## src/rtl/serial_add_arbiter_if.sv

```systemverilog
// Request/grant/result bundle between two add clients and serial_add_arbiter.
// Clients drive through the master modport, the arbiter uses the slave modport.
interface serial_add_arbiter_if #(
    parameter int WIDTH = 8
) ();
    logic             req0;
    logic [WIDTH-1:0] a0;
    logic [WIDTH-1:0] b0;
    logic             cin0;
    logic             req1;
    logic [WIDTH-1:0] a1;
    logic [WIDTH-1:0] b1;
    logic             cin1;
    logic             gnt0;
    logic             gnt1;
    logic             owner;
    logic             busy;
    logic             done;
    logic [WIDTH-1:0] sum;
    logic             cout;

    modport master (
        output req0, a0, b0, cin0,
        output req1, a1, b1, cin1,
        input  gnt0, gnt1, owner, busy, done, sum, cout
    );

    modport slave (
        input  req0, a0, b0, cin0,
        input  req1, a1, b1, cin1,
        output gnt0, gnt1, owner, busy, done, sum, cout
    );
endinterface

```

## src/rtl/serial_add_arbiter.sv

```systemverilog
// Bit-serial adder shared by two requesters: round-robin capture, WIDTH cycles
// of LSB-first addition through one full-adder cell, then a one-cycle done.

module serial_add_fa (
    input  logic a,
    input  logic b,
    input  logic ci,
    output logic s,
    output logic co
);
    assign s  = a ^ b ^ ci;
    assign co = (a & b) | (ci & (a ^ b));
endmodule

module serial_add_arbiter #(
    parameter int WIDTH = 8
) (
    input  logic                 clk,
    input  logic                 rst,
    serial_add_arbiter_if.slave  bus
);
    localparam int CNT_W = (WIDTH > 2) ? $clog2(WIDTH) : 1;

    typedef enum logic [1:0] {
        IDLE = 2'd0,
        RUN  = 2'd1,
        DONE = 2'd2
    } state_t;

    state_t           state;
    state_t           state_nxt;
    logic [CNT_W-1:0] cnt;
    logic             last_bit;
    logic             last_grant;
    logic             owner_q;
    logic             take;
    logic             winner;

    logic [WIDTH-1:0] op_a;
    logic [WIDTH-1:0] op_b;
    logic             carry;
    logic             fa_s;
    logic             fa_co;
    logic [WIDTH-1:0] sum_q;
    logic             cout_q;

    assign take     = (state == IDLE) && (bus.req0 || bus.req1);
    // On a tie the requester that did not win last time goes first.
    assign winner   = (bus.req0 && bus.req1) ? ~last_grant : bus.req1;
    assign last_bit = (cnt == CNT_W'(WIDTH - 1));

    serial_add_fa u_fa (
        .a  (op_a[0]),
        .b  (op_b[0]),
        .ci (carry),
        .s  (fa_s),
        .co (fa_co)
    );

    // State register
    always_ff @(posedge clk) begin
        if (rst) begin
            state <= IDLE;
        end else begin
            state <= state_nxt;
        end
    end

    // Next-state logic
    always_comb begin
        state_nxt = state;
        case (state)
            IDLE:    if (take) state_nxt = RUN;
            RUN:     if (last_bit) state_nxt = DONE;
            DONE:    state_nxt = IDLE;
            default: state_nxt = IDLE;
        endcase
    end

    // Control and result registers
    always_ff @(posedge clk) begin
        if (rst) begin
            cnt        <= '0;
            last_grant <= 1'b1;
            owner_q    <= 1'b0;
            sum_q      <= '0;
            cout_q     <= 1'b0;
        end else begin
            if (take) begin
                cnt        <= '0;
                owner_q    <= winner;
                last_grant <= winner;
            end else if (state == RUN) begin
                cnt <= cnt + CNT_W'(1);
                if (last_bit) begin
                    sum_q  <= {fa_s, op_a[WIDTH-1:1]};
                    cout_q <= fa_co;
                end
            end
        end
    end

    // Operand shifters and carry flop; sum bits refill op_a from the MSB side
    // as its operand bits are consumed, so op_a doubles as the result shifter.
    always_ff @(posedge clk) begin
        if (take) begin
            op_a  <= winner ? bus.a1 : bus.a0;
            op_b  <= winner ? bus.b1 : bus.b0;
            carry <= winner ? bus.cin1 : bus.cin0;
        end else if (state == RUN) begin
            op_a  <= {fa_s, op_a[WIDTH-1:1]};
            op_b  <= op_b >> 1;
            carry <= fa_co;
        end
    end

    // Outputs: grant is the first RUN cycle, the one right after capture
    always_comb begin
        bus.gnt0  = (state == RUN) && (cnt == '0) && !owner_q;
        bus.gnt1  = (state == RUN) && (cnt == '0) && owner_q;
        bus.owner = owner_q;
        bus.busy  = (state != IDLE);
        bus.done  = (state == DONE);
        bus.sum   = sum_q;
        bus.cout  = cout_q;
    end
endmodule

```

## src/flat_wrapper.sv

```systemverilog
// flat-port wrapper written by rule: the top's interface ports become plain ports
module serial_add_arbiter_flat 
#(
    parameter int WIDTH = 8
)
  (clk, rst, bus_req0, bus_a0, bus_b0, bus_cin0, bus_req1, bus_a1, bus_b1, bus_cin1, bus_gnt0, bus_gnt1, bus_owner, bus_busy, bus_done, bus_sum, bus_cout);
  serial_add_arbiter_if #(.WIDTH(WIDTH)) bus_i ();
  input  logic clk;
  input  logic rst;
  input wire logic [$bits(bus_i.req0)-1:0] bus_req0;
  input wire logic [$bits(bus_i.a0)-1:0] bus_a0;
  input wire logic [$bits(bus_i.b0)-1:0] bus_b0;
  input wire logic [$bits(bus_i.cin0)-1:0] bus_cin0;
  input wire logic [$bits(bus_i.req1)-1:0] bus_req1;
  input wire logic [$bits(bus_i.a1)-1:0] bus_a1;
  input wire logic [$bits(bus_i.b1)-1:0] bus_b1;
  input wire logic [$bits(bus_i.cin1)-1:0] bus_cin1;
  output wire logic [$bits(bus_i.gnt0)-1:0] bus_gnt0;
  output wire logic [$bits(bus_i.gnt1)-1:0] bus_gnt1;
  output wire logic [$bits(bus_i.owner)-1:0] bus_owner;
  output wire logic [$bits(bus_i.busy)-1:0] bus_busy;
  output wire logic [$bits(bus_i.done)-1:0] bus_done;
  output wire logic [$bits(bus_i.sum)-1:0] bus_sum;
  output wire logic [$bits(bus_i.cout)-1:0] bus_cout;
  assign bus_i.req0 = bus_req0;
  assign bus_i.a0 = bus_a0;
  assign bus_i.b0 = bus_b0;
  assign bus_i.cin0 = bus_cin0;
  assign bus_i.req1 = bus_req1;
  assign bus_i.a1 = bus_a1;
  assign bus_i.b1 = bus_b1;
  assign bus_i.cin1 = bus_cin1;
  assign bus_gnt0 = bus_i.gnt0;
  assign bus_gnt1 = bus_i.gnt1;
  assign bus_owner = bus_i.owner;
  assign bus_busy = bus_i.busy;
  assign bus_done = bus_i.done;
  assign bus_sum = bus_i.sum;
  assign bus_cout = bus_i.cout;
  serial_add_arbiter #(.WIDTH(WIDTH)) u_core (.clk(clk), .rst(rst), .bus(bus_i));
endmodule
```

## config.mk

```make
export PLATFORM = sky130hd
export DESIGN_NAME = serial_add_arbiter_flat
export DESIGN_NICKNAME = d
export VERILOG_FILES = /design/src/rtl/serial_add_arbiter_if.sv /design/src/rtl/serial_add_arbiter.sv /design/src/flat_wrapper.sv
export SDC_FILE = /design/constraint.sdc
export NUM_CORES = 1
export LEC_CHECK = 0
export CAP_MARGIN = 20
export CORE_MARGIN = 2
export CORE_UTILIZATION = 26
export DETAILED_ROUTE_END_ITERATION = 7
export DONT_BUFFER_PORTS = 1
export GPL_ROUTABILITY_DRIVEN = 0
export PLACE_DENSITY = 0.39
export REMOVE_ABC_BUFFERS = 1
export SYNTH_ARGS = -nofsm -noshare
export SYNTH_HDL_FRONTEND = slang
export SYNTH_SLANG_ARGS = --single-unit
```

## constraint.sdc

```tcl
create_clock -name clk -period 2.05 [get_ports clk]
set_input_delay 0.1025 -clock clk [delete_from_list [all_inputs] [get_ports clk]]
set_output_delay 0.1025 -clock clk [all_outputs]
set_load 0.01 [all_outputs]
```

Word level (Yosys, flattened, before mapping). Index checks and enable logic that the tools add are counted.

Add/sub/neg operators: 1. Equality and inequality tests: 5. Muxes and demuxes: 13. Bitwise gates (word level): 7. Reduce and logical (&&, ||, !) cells: 14.

Operators by type and width (count): 8-bit two-way mux (6); 1-bit logical AND (5); 1-bit two-way mux (4); 2-bit two-way mux (2); 2-bit by 1-bit != test with 1-bit output, second input constant (2); 2-bit case mux with 2 select lines (1); 2-bit nonzero test (2); 3-bit by 1-bit adder with 3-bit output, second input constant (1); 3-bit equality test, second input constant (1); 3-bit zero test (1); 3-bit AND reduction (1); 1-bit AND (2); 2-bit by 1-bit equality test with 1-bit output, second input constant (1); 2-bit equality test, second input constant (1); 2-bit zero test (1); 1-bit inverter (2); 2-bit AND reduction (1); 2-bit OR reduction (1); 1-bit XOR (2); 1-bit zero test (1); 1-bit logical OR (1); 1-bit bitwise OR (1).

Bits in registers: 33. Bits of input ports: 38. Output and inout bits: 14. Logic and storage cells: 49.

Longest topological paths before layout. Gate-level depths: netlist of the first run.

Depth in word-level cells: 5. Depth in mapped cells: 5. Mapped depth without buffers: 5.

By module. Synthesis of the first run repeated with hierarchy kept, for this count alone.

Cell total of the unflattened synthesis: 176. Area total of the unflattened synthesis: 1819.2 um2.

By module, submodules not included: serial_add_arbiter (times used 1, cells each 175, area an instance 1799.2 um2, sequential area each 830.8 um2); serial_add_fa (times used 1, cells each 1, area an instance 20.0 um2, sequential area each 0.0 um2).

Worst setup path after synthesis of the first run. OpenSTA, ideal clock, no wires.

Kind: reg-to-reg. From: register u_core.state[0]. To: register u_core.carry, enable pin. Library setup time: 0.374 ns. Arrival: 1.288 ns. Required time: 1.676 ns. Path slack: 0.388 ns. Cell stages (with the launch flop): 6. Buffers on the path: 1. Period minus slack after synthesis: 1.662 ns. Cells stage by stage: dfxtp_1 -> nor2_2 -> inv_1 -> nor2_1 -> buf_2 -> or2_1.

Cells in the longest elaborated chain, start to end: 3. Elaborated cells between the ends (all ways): 4. Classes of those cells: eq/ne (1); reduce/logical (3).

RTL lines: start, declared (line serial_add_arbiter.sv:30) `state_t state;`; start signal, assigned (line serial_add_arbiter.sv:65) `state <= state_nxt;`; 2-bit zero test (line serial_add_arbiter.sv:47) `assign take = (state == IDLE) && (bus.req0 || bus.req1);`; 1-bit logical AND (line serial_add_arbiter.sv:47); 2-bit nonzero test (no source line) *; end signal, assigned (line serial_add_arbiter.sv:109) `carry <= winner ? bus.cin1 : bus.cin0;`; end signal, assigned (line serial_add_arbiter.sv:113) `carry <= fa_co;`; end, declared (line serial_add_arbiter.sv:41) `logic carry;`.

Mark *: on every way between the ends. The rest lies on a longest branch, timed or not. A chain may end at the register's enable or synchronous reset.

Final worst setup path of the first run.
From: register u_core.cnt[0]. To: register u_core.sum_q[1], in the netlist u_core.bus.sum[1].

Cells in the longest elaborated chain, start to end: 2.

RTL lines: start, declared (line serial_add_arbiter.sv:32) `logic [CNT_W-1:0] cnt;`; start signal, assigned (line serial_add_arbiter.sv:94) `cnt <= cnt + CNT_W'(1);`; 3-bit equality test (line serial_add_arbiter.sv:50) `assign last_bit = (cnt == CNT_W'(WIDTH - 1));`; 3-bit AND reduction (no source line); end signal, assigned (line serial_add_arbiter.sv:96) `sum_q <= {fa_s, op_a[WIDTH-1:1]};`; end, declared (line serial_add_arbiter.sv:44) `logic [WIDTH-1:0] sum_q;`.

Every way passes these cells.

==> key figures, run 1 <==
Outcome
  – Status: finished, final reports clean

Worst hold path
  – Hold EP: u_core.last_grant
  – Hold WC Path Type: primary input to register
  – Min-delay src: bus_req0
  – Hold Path Cell Cnt: 2

Power
  – Pwr/cell area: roughly 870 nW/um^2
  – VDD IR max: between 0.3 and 0.4 mV
  – Pleak: about 0.63 nW
  – Final total power: around 0.0015 W

Clock network
  – Clock buffer count from CTS: 5
  – Longest Clk Path Bufs: 2
  – CTS clk-pin slew, worst paths: 0.07 ns
  – CTS tree: done
  – PostCTS Resize Cnt: 0
  – H-Tree Depth: 2
  – Hold buffers post-CTS: 1
  – Number of post-CTS setup repair buffers: 0
  – Worst skew pair latency: roughly 0.28 ns
  – Root Driver: clkbuf_8
  – Clock sink count: 33

Drt
  – Final WL: slightly above 4000 um
  – Drt pass-1 iters: 4
  – Antenna-violating nets left: 0
  – # DRC: 0
  – DR iter-0 viols: 78
  – Wire per inst: roughly 16 um
  – Vias: around 1300
  – Post-DR vias/cell: approximately 5.0

Yosys
  – Syn Area/Cell: ~9.3 sq um
  – Xor/xnor share of the synthesized area: less than 1%
  – Post-synthesis mux area share: between 1 and 1.5%
  – Main synth FF type: edfxtp_1
  – Top cell type's share of synthesized area: approximately 31%
  – YS warnings: 0
  – Synthesized area: ~1600 sq um
  – Synth cell types: 29
  – Post-synthesis cell count: 176
  – FFs w/ async S/R, synth: 0%
  – Synth Area in Compound Gates: between 10% and 20%
  – Post-synth top cells: nand2_1, a21oi_1, edfxtp_1
  – Post-synthesis simple-gate area fraction: approximately a fifth
  – EDFF count, synth: 17
  – Largest family of logic cells by synthesized area: simple AND/OR/NAND/NOR gates
  – Register area share after synthesis: 50.8%
  – Synth area leader: edfxtp_1
  – Adder-cell share of the synthesized area: about 3.5%
  – Area contributors post-synth: edfxtp_1, dfxtp_1, nand2_1
  – Count leader, synth: nand2_1
  – Post-synthesis register bit count: 33

Die
  – Initial Util: between 20% and 30%
  – Rows: 28
  – Die ar.: a little under 7000 sq um
  – Die X: around 83 um
  – Die height: 83.3 um
  – Ports: between 50 and 60
  – Core area: roughly 6000 sq um

Timing
  – Final setup viols: 0
  – Worst slew pin tran: around 0.63 ns
  – Maximum clock frequency: just under 0.6 GHz
  – Min Tclk post-route: approximately 1.7 ns
  – Max_slew headroom: roughly 58%
  – Worst Setup Slack, final: approximately 0.34 ns
  – RSZ-0062 raised after global routing: false
  – Final hold violation count: 0
  – Layout Skew: about 0.0072 ns
  – Tcrit/Tclk final: between 80 and 90%
  – TNS Setup: 0 ns
  – Number of max-slew violations in the final report: 0

Cells and area
  – Register Area: 831 sq um
  – Footprint of the multi-input gates: roughly 690 sq um
  – Number of diodes: 0
  – Core Util, Final: just under 30%
  – Nets@finish: ~220
  – Share of layout cells above drive strength 1: under 10%
  – Area growth syn-to-layout: 7.26%
  – Filler cells: 630
  – Fin cells: approximately 250

Global route
  – Initial antenna violation count: 0
  – Gr ovfl total: 0
  – Vias in the first global route: between 1000 and 1500
  – Total global-route track usage: roughly an eighth
  – Global-route wire length before repair: approximately 6600 um
  – Largest net degree at the start of global routing: 21

Setup path
  – Setup crit start kind: register
  – Crit-path max FO: 11
  – Crit. End Element: register
  – Launch point of the worst reg-to-reg path: u_core.cnt[0]
  – WP data arrival: 1.85 ns
  – RR Endpoint: u_core.bus.sum[1]
  – FF-to-FF setup slack: 0.34 ns
  – Worst reg-to-reg path cell count: 5
  – Critical path class: register to register
  – CP required: 2.19 ns

Placed design
  – Setup slack at placement: approximately 0.38 ns
  – Placed Cells incl. Taps: approximately 240
  – # port buffers: 0
  – HPWL after detailed placement: roughly 2800 um

Run
  – Max Cap Viol: 0
[state kept, by name, summed over array words and instances (netlist names)]
| signal | cells |
|---|---|
| u_core.state | 2 |
| u_core.bus.owner | 1 |
| u_core.op_a | 8 |
| u_core.cnt | 3 |
| u_core.op_b | 8 |
| u_core.last_grant | 1 |
| u_core.bus.cout | 1 |
| u_core.bus.sum | 8 |
| u_core.carry | 1 |
[metal layers]
metal	part of all wire, %	vias up	global-route usage [%]
met3	5.9	2	4.08
met1	49	598	16.9
met2	44	36	18.0
li1	-	618	-
met5	0	-	0
met4	0.64	0	3.58
[worst max-delay path, stage by stage (launching register included)]
cell	delay, ns
dfxtp_1	0.38
ha_1	0.17
ha_1	0.38
nand3b_1	0.39
nand2_1	0.18
a21oi_1	0.07
[layout make-up]
| class | count | area share (%) |
|---|---|---|
| flip-flops and latches | 33 | 47.3 |
| clock inverters | 3 | 0.998 |
| inverters | 3 | 0.641 |
| well taps | 75 | 5.35 |
| clock buffers | 5 | 3.92 |
| repair buffers | 6 | 2.71 |
| multi-input cells | 126 | 39.1 |
[layout by cell type, fill, tap and decap left out, types with 2 or more instances in the layout]
cell type / netlist / final
nand2_1: 46 / 46
a21oi_1: 28 / 28
edfxtp_1: 17 / 17
a31oi_1: 16 / 16
dfxtp_1: 16 / 16
nand3_1: 9 / 9
clkbuf_8: 0 / 5
buf_4: 3 / 5
inv_1: 3 / 3
nor2_1: 3 / 3
nor2b_1: 3 / 3
nor3_1: 3 / 3
ha_1: 3 / 3
or2_1: 2 / 2
mux2i_1: 2 / 2
clkinv_2: 0 / 2
[power by group]
group | total [W] | internal (W) | switching, W
sequential | 0.000818 | 0.000784 | 0.0000344
combinational | 0.000221 | 0.0000848 | 0.000137
clock | 0.000485 | 0.000234 | 0.000250
[cells by family (layout without fill, tap and decap cells)]
family                   Yosys count  after routing
multiplexers                       2              2
AO/OA/AOI/OAI                     48             48
buffers and inverters             17             17
XOR/XNOR                           1              1
AND/OR/NAND/NOR                   71             71
flip-flops                        33             33
adder cells (fa/ha/maj)            4              4
[worst max path at each step]
stage                          startpoint                end  slack [ns]  cells past startpoint
after global routing        u_core.cnt[0]  u_core.bus.sum[5]        0.13                      5
after global placement      u_core.cnt[0]    u_core.bus.cout        0.40                      5
final                       u_core.cnt[0]  u_core.bus.sum[1]        0.34                      5
after detailed placement    u_core.cnt[0]  u_core.bus.sum[1]        0.38                      5
after CTS                   u_core.cnt[0]  u_core.bus.sum[1]        0.33                      5
after floorplan           u_core.state[0]       u_core.carry       -0.50                      4
[stage by stage]
| stage | cell area (sq um) | hold WS, ns |
|---|---|---|
| floorplan | 1530 | 0.172 |
| global placement | 1660 | 0.174 |
| detailed placement | 1660 | 0.176 |
| CTS | 1760 | 0.00727 |
| global route | 1760 | 0.0335 |
| finish | 1760 | 0.0180 |
Power figures use the tool's default switching activity.
==> run 2, diff against run 1 <==
- clock period: 2.05 -> 1.8 ns (I/O delays scaled with it)
==> run 2 against run 1 <==
Worst setup slack got worse by 0.16 ns. Largest cell class unchanged. Critical endpoint is now bus_gnt0. Highest routed layer unchanged. Final cell count stayed put. Global-route usage decreased by 0.74 points. Non-clock buffer count is the same. Final area decreased by 0.36%. Largest power group unchanged. Die area unchanged.
==> key figures, run 2 (same netlist as run 1, synthesis figures left out) <==
Power
  – Pleak: 0.624 nW (was 0.628 nW)
  – VDD IR max: 0.372 mV (was 0.321 mV)
  – Final total power: 0.00171 W (was 0.00152 W)
  – Pwr/cell area: 980 nW/um^2 (was 868 nW/um^2)

Clock network
  – Worst skew pair latency: 0.28 ns (about the same)
  – CTS tree: done (unchanged)
  – PostCTS Resize Cnt: 0 (unchanged)
  – Root Driver: clkbuf_8 (unchanged)
  – Clock sink count: 33 (unchanged)
  – CTS clk-pin slew, worst paths: 0.06 ns (was 0.07 ns)
  – H-Tree Depth: 2 (unchanged)
  – Longest Clk Path Bufs: 2 (unchanged)
  – Clock buffer count from CTS: 5 (unchanged)

Setup path
  – Setup crit start kind: register (unchanged)
  – WP data arrival: 1.54 ns (was 1.85 ns)
  – Critical path endpoint: bus_gnt0 (was u_core.bus.sum[1])
  – Crit. End Element: output pin (was register)
  – Critical path class: register to output pin (was register to register)
  – Crit-path max FO: 15 (was 11)
  – RR Endpoint: u_core.bus.sum[2] (was u_core.bus.sum[1])
  – Worst reg-to-reg path cell count: 5 (unchanged)
  – CP required: 1.71 ns (was 2.19 ns)
  – Worst setup path start: u_core.state[0] (was u_core.cnt[0])
  – Launch point of the worst reg-to-reg path: u_core.cnt[0] (unchanged)
  – FF-to-FF setup slack: 0.22 ns (was 0.34 ns)

Drt
  – Vias: 1259 (was 1254)
  – Post-DR vias/cell: 5.02 (was 5.00)
  – Antenna-violating nets left: 0 (unchanged)
  – Wire per inst: 16.0 um (was 16.3 um)
  – Final WL: 4030 um (was 4080 um)
  – Drt pass-1 iters: 4 (unchanged)
  – DR iter-0 viols: 67 (was 78)
  – # DRC: 0 (unchanged)

Timing
  – Layout Skew: 0.00556 ns (was 0.00722 ns)
  – Worst slew pin tran: 0.625 ns (was 0.632 ns)
  – Max_slew headroom: 58.3% (was 57.8%)
  – Final setup viols: 0 (unchanged)
  – Number of max-slew violations in the final report: 0 (unchanged)
  – Min Tclk post-route: 1.63 ns
  – RSZ-0062 raised after global routing: false (unchanged)
  – TNS Setup: 0 ns (unchanged)
  – Tcrit/Tclk final: around nine tenths
  – Maximum clock frequency: around 0.62 GHz
  – Final hold violation count: 0 (unchanged)

Die
  – Die X: 83.3 um (unchanged)
  – Rows: 28 (unchanged)
  – Die height: 83.3 um (unchanged)
  – Initial Util: 27.3% (unchanged)
  – Core area: 5990 sq um (unchanged)
  – Die ar.: 6940 sq um (unchanged)
  – Ports: 52 (unchanged)

Cells and area
  – Final instance area: 1750 sq um (was 1760 sq um)
  – Number of diodes: 0 (unchanged)
  – Fin cells: 251 (unchanged)
  – Commonest non-fill, non-tap cell in the layout: nand2_1 (unchanged)
  – Footprint of the multi-input gates: 686 sq um (unchanged)
  – Register Area: 831 sq um (unchanged)
  – Most frequent cells in the layout: nand2_1, a21oi_1, edfxtp_1 (unchanged)
  – Share of layout cells above drive strength 1: 6.82% (was 8.52%)
  – Area growth syn-to-layout: 6.88% (was 7.26%)
  – Nets@finish: 217 (unchanged)
  – Filler cells: 637 (was 630)

Placed design
  – Placed cell area: 1660 sq um (unchanged)
  – # port buffers: 0 (unchanged)
  – HPWL after detailed placement: 2850 um (was 2820 um)
  – Placed Cells incl. Taps: 242 (unchanged)

Global route
  – Gr ovfl total: 0 (unchanged)
  – Vias in the first global route: 1347 (was 1308)
  – Global-route wire length before repair: 6370 um (was 6620 um)
  – Initial antenna violation count: 0 (unchanged)
  – Largest net degree at the start of global routing: 21 (unchanged)
  – Total global-route track usage: 11.4% (was 12.2%)

Run
  – Max Cap Viol: 0 (unchanged)

Worst hold path
  – Hold WC Path Type: primary input to register (unchanged)
  – Min-delay src: bus_req0 (unchanged)

Outcome
  – Status: finished, final reports clean (unchanged)
## run 2: cell types whose count changed in the layout (fill, tap and decap cells not counted)
| cell | delta |
|---|---|
| clkinvlp_4 | -1 |
| clkinv_2 | -2 |
| clkinv_1 | +1 |
| clkbuf_1 | +2 |
## run 2: stage by stage
stage / setup WS, ns / hold slack, ns / utilization (%)
2_1_floorplan: -0.748 / 0.159 / -
3_5_place_dp: 0.244 / 0.162 / 27.7
5_1_grt: 0.0511 / 0.0115 / 29.2
3_3_place_gp: 0.268 / 0.161 / 27.7
4_1_cts: 0.194 / 0.0136 / 29.2
6_report: 0.174 / 0.0150 / 29.2
## run 2: how the worst min path moves through the flow
stage,depth (start not counted),endpoint,slack (ns)
after floorplan,1,u_core.bus.cout,0.16
after CTS,2,u_core.last_grant,0.01
after global routing,2,u_core.last_grant,0.01
after global placement,1,u_core.bus.owner,0.16
final,2,u_core.last_grant,0.02
after detailed placement,1,u_core.bus.owner,0.16
## run 2: repair_timing
action,CTS,global route
buffers inserted,0,0
hold endpoints to repair,16,0
hold buffers,1,0
## run 2: critical path, stage by stage (launching register included)
cell and delay, ns:
dfxtp_1 0.42, nor2b_1 0.18, buf_4 0.23, nor4bb_1 0.26, buf_4 0.18
## run 2: layout make-up
class | count | share of cell area [%]
clock buffer | 7 | 4.36
clock inverter | 1 | 0.215
inverter | 3 | 0.644
timing repair buffer | 6 | 2.72
tap | 75 | 5.36
sequential | 33 | 47.5
multi-input combinational | 126 | 39.2
## run 2: metal layers
layer,track usage (%),vias up,wire (um)
met5,0,-,0
met4,5.07,0,110
met3,4.17,7,239
met2,18.0,46,1790
met1,14.0,591,1890
li1,-,615,-
## run 2: power by group
part           internal [W]  leakage (nW)  switching (W)
Clock              0.000269        0.0399       0.000258
Sequential         0.000894         0.299      0.0000429
Combinational     0.0000959         0.285       0.000155
Total               0.00126         0.624       0.000456
==> run 3, diff against run 2 <==
- CAP_MARGIN: 20 -> unset
- RECOVER_POWER: unset -> 50
- clock period: 1.8 -> 1.5 ns (I/O delays scaled with it)
==> run 3 against run 2 <==
Register-to-register slack worse by 0.11 ns. Final cell count up 2.4%. Wire length up 2.8%. Die area unchanged. Clock power up 56%. Combinational power up 34%. Core utilization up 1.8 points. Critical endpoint unchanged. Highest routed layer unchanged.
==> key figures, run 3 (same netlist as run 1, synthesis figures left out) <==
Cells and area
  – Core Util, Final: 31.0% (was 29.2%)
  – Commonest non-fill, non-tap cell in the layout: nand2_1 (unchanged)
  – Final instance area: 1860 sq um (was 1750 sq um)
  – Area growth syn-to-layout: 13.6% (was 6.88%)
  – Nets@finish: 223 (was 217)
  – Most frequent cells in the layout: nand2_1, a21oi_1, edfxtp_1 (unchanged)
  – Number of diodes: 0 (unchanged)
  – Share of layout cells above drive strength 1: 12.1% (was 6.82%)

Run
  – Max Cap Viol: 0 (unchanged)

Global route
  – Gr ovfl total: 0 (unchanged)
  – Total global-route track usage: 11.9% (was 11.4%)
  – Global-route wire length before repair: 6530 um (was 6370 um)
  – Initial antenna violation count: 0 (unchanged)
  – Largest net degree at the start of global routing: 21 (unchanged)
  – Vias in the first global route: 1299 (was 1347)

Timing
  – Layout Skew: 0.00138 ns (was 0.00556 ns)
  – Worst slew pin tran: 0.590 ns (was 0.625 ns)
  – Max_slew headroom: 60.5% (was 58.3%)
  – Min Tclk post-route: around 1.4 ns
  – Worst Setup Slack, final: 0.106 ns (was 0.174 ns)
  – RSZ-0062 raised after global routing: false (unchanged)
  – Tcrit/Tclk final: 92.9%
  – Maximum clock frequency: 0.718 GHz
  – Number of max-slew violations in the final report: 0 (unchanged)
  – Final setup viols: 0 (unchanged)
  – TNS Setup: 0 ns (unchanged)
  – Final hold violation count: 0 (unchanged)

Drt
  – Drt pass-1 iters: 4 (unchanged)
  – Antenna-violating nets left: 0 (unchanged)
  – Post-DR vias/cell: 5.04 (was 5.02)
  – DR iter-0 viols: 82 (was 67)
  – Final WL: 4140 um (was 4030 um)
  – Vias: 1295 (was 1259)
  – Wire per inst: 16.1 um (was 16.0 um)
  – # DRC: 0 (unchanged)

Setup path
  – Crit. End Element: output pin (unchanged)
  – Crit path buffers/inverters: 2 (unchanged)
  – Cell Chain, Critical Path: nor2b_4 -> buf_4 -> nor4bb_4 -> buf_4 (was nor2b_1 -> buf_4 -> nor4bb_1 -> buf_4)
  – CP required: 1.42 ns (was 1.71 ns)
  – Crit-path max FO: 6 (was 15)
  – WP data arrival: 1.32 ns (was 1.54 ns)
  – Critical path class: register to output pin (unchanged)
  – Critical-path top delay cell: dfxtp_2 (was dfxtp_1)
  – CP top delay family: flip-flops (was simple AND/OR/NAND/NOR gates)
  – Setup crit start kind: register (unchanged)
  – Crit-path most repeated cell: buf_4 (unchanged)
  – Max incr delay on CP: 0.36 ns (was 0.42 ns)

Placed design
  – Setup slack at placement: 0.0912 ns (was 0.244 ns)
  – Placed cell area: 1710 sq um (was 1660 sq um)
  – HPWL after detailed placement: 2900 um (was 2850 um)
  – # port buffers: 0 (unchanged)

Clock network
  – Worst skew pair latency: 0.28 ns (about the same)
  – Number of post-CTS setup repair buffers: 0 (unchanged)
  – Root Driver: clkbuf_8 (unchanged)
  – CTS tree: done (unchanged)
  – Clock sink count: 33 (unchanged)
  – Clock buffer count from CTS: 5 (unchanged)
  – CTS clk-pin slew, worst paths: 0.07 ns (was 0.06 ns)
  – Longest Clk Path Bufs: 2 (unchanged)
  – H-Tree Depth: 2 (unchanged)

Die
  – Ports: 52 (unchanged)
  – Rows: 28 (unchanged)
  – Die height: 83.3 um (unchanged)
  – Die ar.: 6940 sq um (unchanged)
  – Die X: 83.3 um (unchanged)
  – Initial Util: 27.3% (unchanged)
  – Core area: 5990 sq um (unchanged)

Power
  – Final total power: 0.00228 W (was 0.00171 W)
  – VDD IR max: 0.443 mV (was 0.372 mV)
  – Pwr/cell area: 1230 nW/um^2 (was 980 nW/um^2)
  – Pleak: 0.679 nW (was 0.624 nW)

Worst hold path
  – Hold WC Path Type: primary input to register (unchanged)

Outcome
  – Status: finished, final reports clean (unchanged)
==> run 3: final cells by class <==
class	count	area, sq um
Fill cell	633	4130
Clock buffer	6	72.6
Clock inverter	2	33.8
Inverter	3	11.3
Tap cell	75	93.8
Sequential cell	33	832
Timing Repair Buffer	12	105
Multi-Input combinational cell	126	711
==> run 3: timing repair <==
| item | CTS | global route |
|---|---|---|
| resized for setup | 3 | 3 |
| setup endpoints to repair | 1 | 19 |
| endpoints found under the hold margin | 16 | 0 |
| hold buffers | 2 | 0 |
| pin swaps | 0 | 0 |
==> run 3: report_power, final <==
| group | switching [W] | internal, W | leakage [nW] |
|---|---|---|---|
| sequential | 0.0000519 | 0.00107 | 0.299 |
| clock | 0.000329 | 0.000490 | 0.0528 |
| combinational | 0.000191 | 0.000145 | 0.327 |
==> run 3: final timing paths <==
kind | cells after the start | slack, ns | from | to
worst min register to register | 2 | 0.50 | u_core.bus.sum[0] | u_core.bus.sum[0]
worst max-delay path | 4 | 0.11 | u_core.state[0] | bus_gnt0
worst max register to register | 5 | 0.11 | u_core.state[1] | u_core.carry
worst min-delay path | 2 | 0.05 | bus_b1[7] | u_core.op_b[7]
==> run 3: worst register-to-register path, stage by stage, from the launching register on <==
cell and delay [ns]:
dfxtp_1 0.43, nor2_2 0.06, inv_1 0.15, nor2_2 0.08, or2_1 0.26, buf_12 0.17
==> run 3: through the flow <==
stage | hold WS (ns) | std cells
5_1_grt | 0.0439 | 257
3_3_place_gp | 0.147 | 247
2_1_floorplan | 0.144 | 162
3_5_place_dp | 0.148 | 247
6_report | 0.0473 | 257
4_1_cts | 0.0402 | 257
==> run 3: per-layer routing <==
metal / share of wire [%] / vias to the layer above / GRT usage [%]
met5: 0 / - / 0
met4: 2.3 / 0 / 4.77
met3: 6.4 / 9 / 4.17
met2: 43 / 46 / 17.8
met1: 48 / 610 / 15.5
li1: - / 630 / -
